==> config.mk <==
export PLATFORM = sky130hd
export DESIGN_NAME = serial_adder
export DESIGN_NICKNAME = d
export VERILOG_FILES = /design/src/rtl/serial_adder_pkg.sv /design/src/rtl/serial_adder_full_adder.sv /design/src/rtl/serial_adder.sv
export SDC_FILE = /design/constraint.sdc
export NUM_CORES = 1
export LEC_CHECK = 0
export CORE_MARGIN = 1.5
export CORE_UTILIZATION = 50
export CTS_CLUSTER_DIAMETER = 50
export CTS_CLUSTER_SIZE = 16
export DETAILED_ROUTE_END_ITERATION = 8
export PLACE_DENSITY = 0.78
export REMOVE_ABC_BUFFERS = 1
export SETUP_SLACK_MARGIN = 0.02
export SYNTH_ARGS = -nofsm -noshare
export SYNTH_HDL_FRONTEND = slang
export SYNTH_SLANG_ARGS = --single-unit
==> constraint.sdc <==
create_clock -name clk -period 1.5 [get_ports clk]
set_input_delay 0.3 -clock clk [delete_from_list [all_inputs] [get_ports clk]]
set_output_delay 0.3 -clock clk [all_outputs]
set_load 0.1 [all_outputs]
==> src/rtl/serial_adder_pkg.sv <==
// Shared definitions for the bit-serial adder: FSM state encodings and a
// helper that sizes the bit counter.
package serial_adder_pkg;

    // Controller states; the encodings are shared so other blocks and
    // benches can decode the state consistently.
    typedef enum logic [1:0] {
        IDLE  = 2'b00,
        SHIFT = 2'b01,
        DONE  = 2'b10
    } state_t;

    // The counter must hold values 0..width so it never wraps mid-operation.
    function automatic int cnt_bits(input int width);
        return $clog2(width + 1);
    endfunction

endpackage

==> src/rtl/serial_adder_full_adder.sv <==
// Single-bit full adder used by the serial datapath, one bit per cycle.
module fullAdder (
    input  logic a,
    input  logic b,
    input  logic cin,
    output logic sum,
    output logic cout
);

    assign sum  = a ^ b ^ cin;
    assign cout = (a & b) | (cin & (a ^ b));

endmodule

==> src/rtl/serial_adder.sv <==
// Bit-serial adder: adds two WIDTH-bit operands LSB first, one bit per clock,
// and presents the registered result with a one-cycle done pulse.
module serial_adder
    import serial_adder_pkg::*;
#(
    parameter int WIDTH = 8
) (
    input  logic             clk,
    input  logic             reset,
    input  logic             start,
    input  logic [WIDTH-1:0] a,
    input  logic [WIDTH-1:0] b,
    input  logic             cin,
    output logic             busy,
    output logic             done,
    output logic [WIDTH-1:0] sum,
    output logic             cout,
    output logic             overflow
);

    localparam int            CW   = cnt_bits(WIDTH);
    localparam logic [CW-1:0] LAST = CW'(WIDTH - 1);

    state_t state_reg, state_next;

    logic [WIDTH-1:0] a_sh_reg, a_sh_next;
    logic [WIDTH-1:0] b_sh_reg, b_sh_next;
    // Only WIDTH-1 partial bits are kept: the final bit comes straight from
    // the full adder on the last shift edge.
    logic [WIDTH-2:0] psum_reg, psum_next;
    logic [WIDTH-1:0] psum_shift;
    logic             carry_reg, carry_next;
    logic [CW-1:0]    cnt_reg, cnt_next;
    logic [WIDTH-1:0] sum_reg, sum_next;
    logic             cout_reg, cout_next;
    logic             ovf_reg, ovf_next;

    logic load;
    logic shift;
    logic finish;
    logic fa_sum;
    logic fa_cout;

    fullAdder u_fa (
        .a    (a_sh_reg[0]),
        .b    (b_sh_reg[0]),
        .cin  (carry_reg),
        .sum  (fa_sum),
        .cout (fa_cout)
    );

    // State register.
    always_ff @(posedge clk) begin
        if (reset) begin
            state_reg <= IDLE;
        end else begin
            state_reg <= state_next;
        end
    end

    // Next-state logic and datapath control strobes.
    always_comb begin
        state_next = state_reg;
        load       = 1'b0;
        shift      = 1'b0;
        finish     = 1'b0;
        case (state_reg)
            IDLE: begin
                if (start) begin
                    load       = 1'b1;
                    state_next = SHIFT;
                end
            end
            SHIFT: begin
                shift = 1'b1;
                if (cnt_reg == LAST) begin
                    finish     = 1'b1;
                    state_next = DONE;
                end
            end
            DONE: begin
                if (start) begin
                    load       = 1'b1;
                    state_next = SHIFT;
                end else begin
                    state_next = IDLE;
                end
            end
            default: state_next = IDLE;
        endcase
    end

    // Datapath next values: load operands, shift one bit, or commit result.
    always_comb begin
        a_sh_next  = a_sh_reg;
        b_sh_next  = b_sh_reg;
        psum_next  = psum_reg;
        carry_next = carry_reg;
        cnt_next   = cnt_reg;
        sum_next   = sum_reg;
        cout_next  = cout_reg;
        ovf_next   = ovf_reg;
        psum_shift = {fa_sum, psum_reg};
        if (load) begin
            a_sh_next  = a;
            b_sh_next  = b;
            psum_next  = '0;
            carry_next = cin;
            cnt_next   = '0;
        end else if (shift) begin
            a_sh_next  = a_sh_reg >> 1;
            b_sh_next  = b_sh_reg >> 1;
            psum_next  = psum_shift[WIDTH-1:1];
            carry_next = fa_cout;
            cnt_next   = cnt_reg + CW'(1);
        end
        // On the last bit the carry register holds the carry into the MSB.
        if (finish) begin
            sum_next  = psum_shift;
            cout_next = fa_cout;
            ovf_next  = carry_reg ^ fa_cout;
        end
    end

    // Datapath registers.
    always_ff @(posedge clk) begin
        if (reset) begin
            a_sh_reg  <= '0;
            b_sh_reg  <= '0;
            psum_reg  <= '0;
            carry_reg <= 1'b0;
            cnt_reg   <= '0;
            sum_reg   <= '0;
            cout_reg  <= 1'b0;
            ovf_reg   <= 1'b0;
        end else begin
            a_sh_reg  <= a_sh_next;
            b_sh_reg  <= b_sh_next;
            psum_reg  <= psum_next;
            carry_reg <= carry_next;
            cnt_reg   <= cnt_next;
            sum_reg   <= sum_next;
            cout_reg  <= cout_next;
            ovf_reg   <= ovf_next;
        end
    end

    assign busy     = (state_reg == SHIFT);
    assign done     = (state_reg == DONE);
    assign sum      = sum_reg;
    assign cout     = cout_reg;
    assign overflow = ovf_reg;

endmodule

* After elaboration in Yosys (flattened, before gate mapping) *
Cells that the tools add are included.

storage, ports and cells
  flip-flop bits (word level) = 40
  bits in latches = 0
  bits in writable memories = 0
  memory bits (read-only) = 0
  input port bits = 20
  output and inout port bits = 12
  word-level logic and storage cells = 41
  memories kept = 0

operators by class
  $add $sub $neg = 1
  multipliers = 0
  div/mod/pow operators = 0
  $lt $le $gt $ge = 0
  equality and inequality tests = 5
  shift-type cells = 0
  multiplexer cells = 15
  bitwise operators = 6
  reductions and logical operators = 5

operators with widths
  operator               number
  $mux W8                4
  $mux W1                8
  $pmux W2 S3            1
  $add A4 B1 Y4 const B  1
  $eq A4 B3 Y1 const B   1
  $mux W2                2
  $reduce_or A2 Y1       2
  $xor A1 B1 Y1          3
  $and A1 B1 Y1          2
  $eq A2 B1 Y1 const B   1
  $eq A2 B2 Y1 const B   1
  $logic_not A2 Y1       1
  $ne A2 B1 Y1 const B   1
  $ne A2 B2 Y1 const B   1
  $reduce_and A2 Y1      1
  $reduce_bool A2 Y1     1
  $or A1 B1 Y1           1

* Depth between registers and ports, before layout *
Gate-level depths: netlist of run 1.

  depth in word-level cells = 5
  mapped depth = 7
  mapped depth without buffers = 4

* By module *
A second synthesis of run 1 with hierarchy kept.

second synthesis, totals
  cell total of the unflattened synthesis = 183
  area total of the unflattened synthesis = 1614.0 um^2

by module, submodules not included
  module        instances  cells an instance  area an instance (um^2)
  serial_adder  1          182                1594.0
  fullAdder     1          1                  20.0

* Worst setup path after synthesis of run 1 *
Ideal clock, no wire load.

  path type = reg2out
  start = register state_reg[1]
  end = output port done
  data arrival time = 1664 ps
  data required time = 1200 ps
  slack = -464 ps
  stages on the path, launching flop included = 2
  buffers on the path = 0
  cells stage by stage = dfxtp_1 -> nor2b_1

between the ends
  longest elaborated chain between the ends = 1

RTL lines
  what                    line                 RTL
  start, declared         serial_adder.sv:24   state_t state_reg, state_next;
  start signal, assigned  serial_adder.sv:57   state_reg <= state_next;
  $eq A2 B2 Y1            serial_adder.sv:149  assign done = (state_reg == DONE);
  end, declared           serial_adder.sv:15   output logic done,

Every way passes these cells.

* Worst setup path after layout of run 1 *
  start = register cnt_reg[0]
  end = register state_reg[0]

between the ends
  longest elaborated chain between the ends = 3

RTL lines
  what                         line                 RTL
  start, declared              serial_adder.sv:33   logic [CW-1:0] cnt_reg, cnt_next;
  start signal, assigned       serial_adder.sv:141  cnt_reg <= cnt_next;
  $eq A4 B3 Y1                 serial_adder.sv:76   if (cnt_reg == LAST) begin
  $ne A2 B1 Y1 (no line)       -
  $reduce_and A2 Y1 (no line)  -

Every way passes these cells.
A chain may end at the register's enable or synchronous reset.

==> flow_summary.json, run 1 <==
{
  "dpl.cell_count": 259,
  "synth-edff-count": 0,
  "io_buffers": 31,
  "synth_commonest_cells": "dfxtp_1 (40), nand2_1 (27), a21oi_1 (23), nor3_1 (17), o21ai_0 (15)",
  "hold_viol": 0,
  "synth_compound_area_frac": 0.188,
  "drive_gt1_frac": 0.176,
  "yosys_most_used_dff": "dfxtp_1",
  "synth_top_area_cell": "dfxtp_1",
  "intPower_uw": 1500,
  "yosysMostFrequentCell": "dfxtp_1",
  "p_leak_uw": 0.000792,
  "synth_top_family_by_area": "simple AND/OR/NAND/NOR gates",
  "endpoint": "state_reg[0]",
  "synthesis.area_um2": 1610,
  "cellPowerDensity_nw_per_um2": 914,
  "skew_ps": 6.74,
  "synth_fa_ha_area_frac": 0.0202,
  "fp.dieArea_um2": 3570,
  "grt_first_pass_wirelength_mm": 5.89,
  "first_pass_iters": 4,
  "cp-startpoint": "cnt_reg[0]",
  "fp.dieH_um": 59.8,
  "nNetsFinal": 248,
  "clk_pin_slew_ps": 110,
  "fillers": 255,
  "synth_top_cell_area_share": 0.497,
  "stdcell_count": 271,
  "grt_pass1_vias": 1338,
  "grtUsageTotal": 0.222,
  "cts_sinks": 40,
  "hp-class": "flop to flop",
  "outcome": "completed",
  "maxCapViolations": 0,
  "worstMarginPinSlew_ps": 234,
  "cp-start-kind": "flop",
  "drt-total-wl_mm": 3.74,
  "htreeDepth": 2,
  "syn_to_final_growth_pct": 37.9,
  "whs_ps": 467,
  "root_buffer": "clkbuf_4",
  "seqCellArea_um2": 802,
  "total_power_uw": 2030,
  "start_util": 0.527,
  "multi_input_comb_area_um2": 719,
  "via_per_inst": 5.51,
  "yosysUniqueCellTypes": 28,
  "power.share.sequential": 0.563,
  "setup_violations": 0,
  "hold_buffers": 0,
  "diodes": 0,
  "dpl.hpwl_mm": 2.56,
  "cts_tree": "built",
  "end_kind": "flop",
  "synth-simple-area-share": 0.198,
  "ys_seq_elements": 40,
  "syn_area_per_cell_um2": 8.57,
  "std_cell_rows": 20,
  "max_freq_ghz": 0.724,
  "final.min_clock_period_ps": 1380,
  "crit-reg2reg-launch": "cnt_reg[0]",
  "yosysSeqAreaShare": 0.497,
  "grt_max_degree": 19,
  "clockPowerShare": 0.278,
  "muxShareOfSynthArea": 0.0124,
  "tns_ps": 0,
  "antenna_left": 0,
  "overflow": 0,
  "coreArea_um2": 3050,
  "slew-limit-headroom": 0.843,
  "swShare": 0.262,
  "grt_setup_unrepaired": "no",
  "wl_per_cell_um": 13.8,
  "numCtsBuffers": 5,
  "vias": 1493,
  "drc": 0,
  "netlist_instances": 188,
  "fin_crit_sh": 0.921,
  "r2r_setup_slack_ps": 120,
  "ys_top_cells_by_area": "dfxtp_1 (50%), a21oi_1 (7.1%), nand2_1 (6.3%), nor3_1 (5.3%), o21ai_0 (4.7%)",
  "synthArstFlopShare": 0,
  "switchingPower_uw": 532,
  "r2r_end": "state_reg[0]",
  "crit_path_max_fanout": 5,
  "ir_drop_v": 0.000558,
  "worstPathArrival_ps": 1630,
  "yosysWarnings": 0,
  "pwr-share-comb": 0.159,
  "drtIter0Drc": 36,
  "cp_data_required_time_ps": 1750,
  "ctsLongestPathBuffers": 2,
  "r2r_cells": 5,
  "io_pins": 32,
  "worstSetupPathType": "flop to flop",
  "die_w_um": 59.8,
  "slew_violations": 0,
  "antenna_found_initial": 0,
  "synth-xor-area-share": 0.0163,
  "clk_latency_ps": 350,
  "place.gp.congestion": 0.732
}
==> routing by layer <==
metal | global-route usage | up-vias | wire length (um)
met3 | 0.0714 | 9 | 228
li1 | - | 739 | -
met4 | 0.0921 | 0 | 66
met1 | 0.251 | 686 | 1480
met2 | 0.384 | 59 | 1970
met5 | 0 | - | 0
==> power by group through the flow <==
stage	clock, uW	combinational, uW	sequential (uW)
2_1_floorplan	0	158	1150
3_3_place_gp	0	299	1160
3_5_place_dp	0	309	1160
4_1_cts	571	320	1140
5_1_grt	611	351	1150
6_report	564	323	1140
==> how the worst min path moves through the flow <==
stage,from,to,slack [ps],cells past startpoint
after detailed placement,psum_reg[0],psum_reg[0],450,2
after global routing,a_sh_reg[2],a_sh_reg[2],500,2
after floorplan,reset,overflow,370,1
after CTS,psum_reg[0],psum_reg[0],470,2
after global placement,psum_reg[0],psum_reg[0],440,2
final,psum_reg[0],psum_reg[0],470,2
==> critical path: stages (launching register included) <==
cell and delay [ps]:
dfxtp_1 400, ha_1 270, nand3b_1 220, buf_4 210
a21oi_1 130, nor2_1 50
==> placed cells by master, fill, tap and decap left out, types with 2 or more instances in the layout <==
cell and count:
buf_4 14, nand3b_1 3, mux2i_1 2, clkbuf_4 5
nand2_1 27, dfxtp_1 39, buf_12 14, nor3_1 17
xnor2_1 2, o21ai_0 15, a21oi_1 23, nand3_1 13
clkbuf_1 2, a22oi_1 3, o22ai_1 7, a31oi_1 5
clkdlybuf4s50_1 19, nor2_1 3
==> stage by stage <==
stage	setup slack (ps)	utilization	area (um^2)
3_3_place_gp	68.8	0.693	2120
4_1_cts	26.9	0.718	2190
2_1_floorplan	-659	-	1510
6_report	119	0.727	2220
5_1_grt	38.8	0.727	2220
3_5_place_dp	6.72	0.693	2120
==> repair_timing <==
action                     CTS  global route
setup endpoints to repair    1            11
gates resized for setup      1             4
gates cloned                 0             1
setup buffers                2             1
==> kinds of logic (layout without fill, tap and decap cells) <==
| kind of cell | after synthesis | count (layout) |
|---|---|---|
| flip-flops | 40 | 40 |
| multiplexers | 2 | 2 |
| AO/OA/AOI/OAI | 54 | 54 |
| buffers and inverters | 19 | 57 |
| AND/OR/NAND/NOR | 68 | 69 |
| adder cells (fa/ha/maj) | 2 | 2 |
| XOR/XNOR | 3 | 3 |
==> cell type report <==
| class | count | share of cell area |
|---|---|---|
| clock buffer | 8 | 0.0265 |
| inverter | 2 | 0.00451 |
| multi-input combinational | 130 | 0.324 |
| sequential | 40 | 0.361 |
| tap | 44 | 0.0248 |
| timing repair buffer | 47 | 0.259 |
(Power assumes the default switching activity.)
==> inputs of run 2 (changes only) <==
--- a/config.mk
+++ b/config.mk
@@ -5,12 +5,13 @@
 export SDC_FILE = /design/constraint.sdc
 export NUM_CORES = 1
 export LEC_CHECK = 0
+export ABC_CLOCK_PERIOD_IN_PS = 1500
 export CORE_MARGIN = 1.5
 export CORE_UTILIZATION = 50
 export CTS_CLUSTER_DIAMETER = 50
 export CTS_CLUSTER_SIZE = 16
 export DETAILED_ROUTE_END_ITERATION = 8
-export PLACE_DENSITY = 0.78
+export PLACE_DENSITY = 0.82
 export REMOVE_ABC_BUFFERS = 1
 export SETUP_SLACK_MARGIN = 0.02
 export SYNTH_ARGS = -nofsm -noshare
==> run 2 against run 1 <==
Net effect:
- largest cell class unchanged
- wire length down 9.9%
- non-clock buffer count down 3
- hold slack better by 7.4 ps
- first-iteration DRC count down 5.6%
- die area unchanged
- total power up 5.8%
- fmax down 1.9%
- highest routed layer unchanged
==> flow_summary.json, run 2 (synthesis gave the netlist of run 1 again) <==
{
  "ir_drop_v": 0.000678,
  "grtUsageTotal": 0.210,
  "cellPowerDensity_nw_per_um2": 978,
  "cts_sinks": 40,
  "hp-class": "flop to flop",
  "final_util": 0.719,
  "dpl.hpwl_mm": 2.32,
  "crit_path_max_fanout": 3,
  "drc": 0,
  "finish.instance_area_um2": 2190,
  "fp.dieH_um": 59.8,
  "io_buffers": 31,
  "std_cell_rows": 20,
  "setup_violations": 0,
  "final.min_clock_period_ps": 1410,
  "tns_ps": 0,
  "cp-start-kind": "flop",
  "ctsLongestPathBuffers": 2,
  "via_per_inst": 5.39,
  "cts_tree": "built",
  "fin_crit_sh": 0.939,
  "layout_common_cells": "dfxtp_1 (39), nand2_1 (27), a21oi_1 (23)",
  "p_leak_uw": 0.000782,
  "maxCapViolations": 0,
  "syn_to_final_growth_pct": 36.3,
  "drive_gt1_frac": 0.166,
  "end_kind": "output port",
  "grt_max_degree": 25,
  "grt_setup_unrepaired": "no",
  "hold_viol": 0,
  "max_freq_ghz": 0.710,
  "antenna_left": 0,
  "io_pins": 32,
  "antenna_found_initial": 0,
  "overflow": 0,
  "slew-limit-headroom": 0.771,
  "layout_commonest_cell": "dfxtp_1",
  "first_pass_iters": 4,
  "htreeDepth": 2,
  "worst_slack_ps": 91.8,
  "grt_first_pass_wirelength_mm": 5.66,
  "nNetsFinal": 244,
  "start_util": 0.527,
  "place.gp.congestion": 0.736,
  "stdcell_count": 267,
  "outcome": "completed",
  "worstSetupPathType": "flop to output port",
  "coreArea_um2": 3050,
  "clk_pin_slew_ps": 120,
  "die_w_um": 59.8,
  "wl_per_cell_um": 12.6,
  "r2r_setup_slack_ps": 160,
  "worstPathArrival_ps": 1110,
  "place_area_um2": 2090,
  "pre_cts_ws_ps": 16.8,
  "diodes": 0,
  "drtIter0Drc": 34,
  "cp_data_required_time_ps": 1200,
  "worstMarginPinSlew_ps": 343,
  "seqCellArea_um2": 802,
  "grt_pass1_vias": 1301,
  "fillers": 235,
  "numCtsBuffers": 5,
  "drt-total-wl_mm": 3.37,
  "dpl.cell_count": 257,
  "root_buffer": "clkbuf_4",
  "vias": 1439,
  "fp.dieArea_um2": 3570,
  "hold_buffers": 0,
  "slew_violations": 0,
  "skew_ps": 6.60,
  "clk_latency_ps": 350,
  "multi_input_comb_area_um2": 711
}
## run 2: cell count changes in the layout (fill, tap and decap cells not counted), sizes merged
| cell | delta |
|---|---|
| buf | -3 |
| clkbuf | -2 |
| bufinv | +1 |
| clkinv | +1 |
| nand3b | -1 |
## run 2: worst paths after layout
kind	startpoint	to	depth (start not counted)
min reg2reg	psum_reg[0]	psum_reg[0]	2
max reg2reg	cnt_reg[0]	sum[7]	5
max	state_reg[1]	done	2
min	psum_reg[0]	psum_reg[0]	2
## run 2: critical path, stage by stage, from the launching register on
cell     delay, ps
dfxtp_1        370
nor2b_2        200
buf_12         190
## run 2: cell type report
type                       instances  area share
multi-input combinational        129       0.324
clock inverter                     2      0.0160
timing repair buffer              44       0.246
tap                               44      0.0251
sequential                        40       0.365
inverter                           2     0.00456
clock buffer                       6      0.0188
## run 2: through the flow
stage / hold WS, ps / total power [uW]
final: 474 / 2150
after global routing: 495 / 2220
after CTS: 474 / 2150
after detailed placement: 456 / 1460
after global placement: 445 / 1450
after floorplan: 368 / 1310
## run 2: per-layer routing
metal / global-route usage / part of all wire / wire length, um
met1: 0.254 / 0.44 / 1480
met2: 0.354 / 0.49 / 1650
met5: 0 / 0 / 0
met3: 0.0606 / 0.047 / 158
met4: 0.0762 / 0.024 / 81
## run 2: what timing repair did
| item | in CTS | in global routing |
|---|---|---|
| endpoints found under the setup margin | 2 | 5 |
| buffers inserted | 1 | 1 |
| gates resized for setup | 3 | 2 |
## run 2: power by group
group          switching, uW  internal (uW)
Combinational            163            145
Clock                    349            349
Sequential              31.2           1110
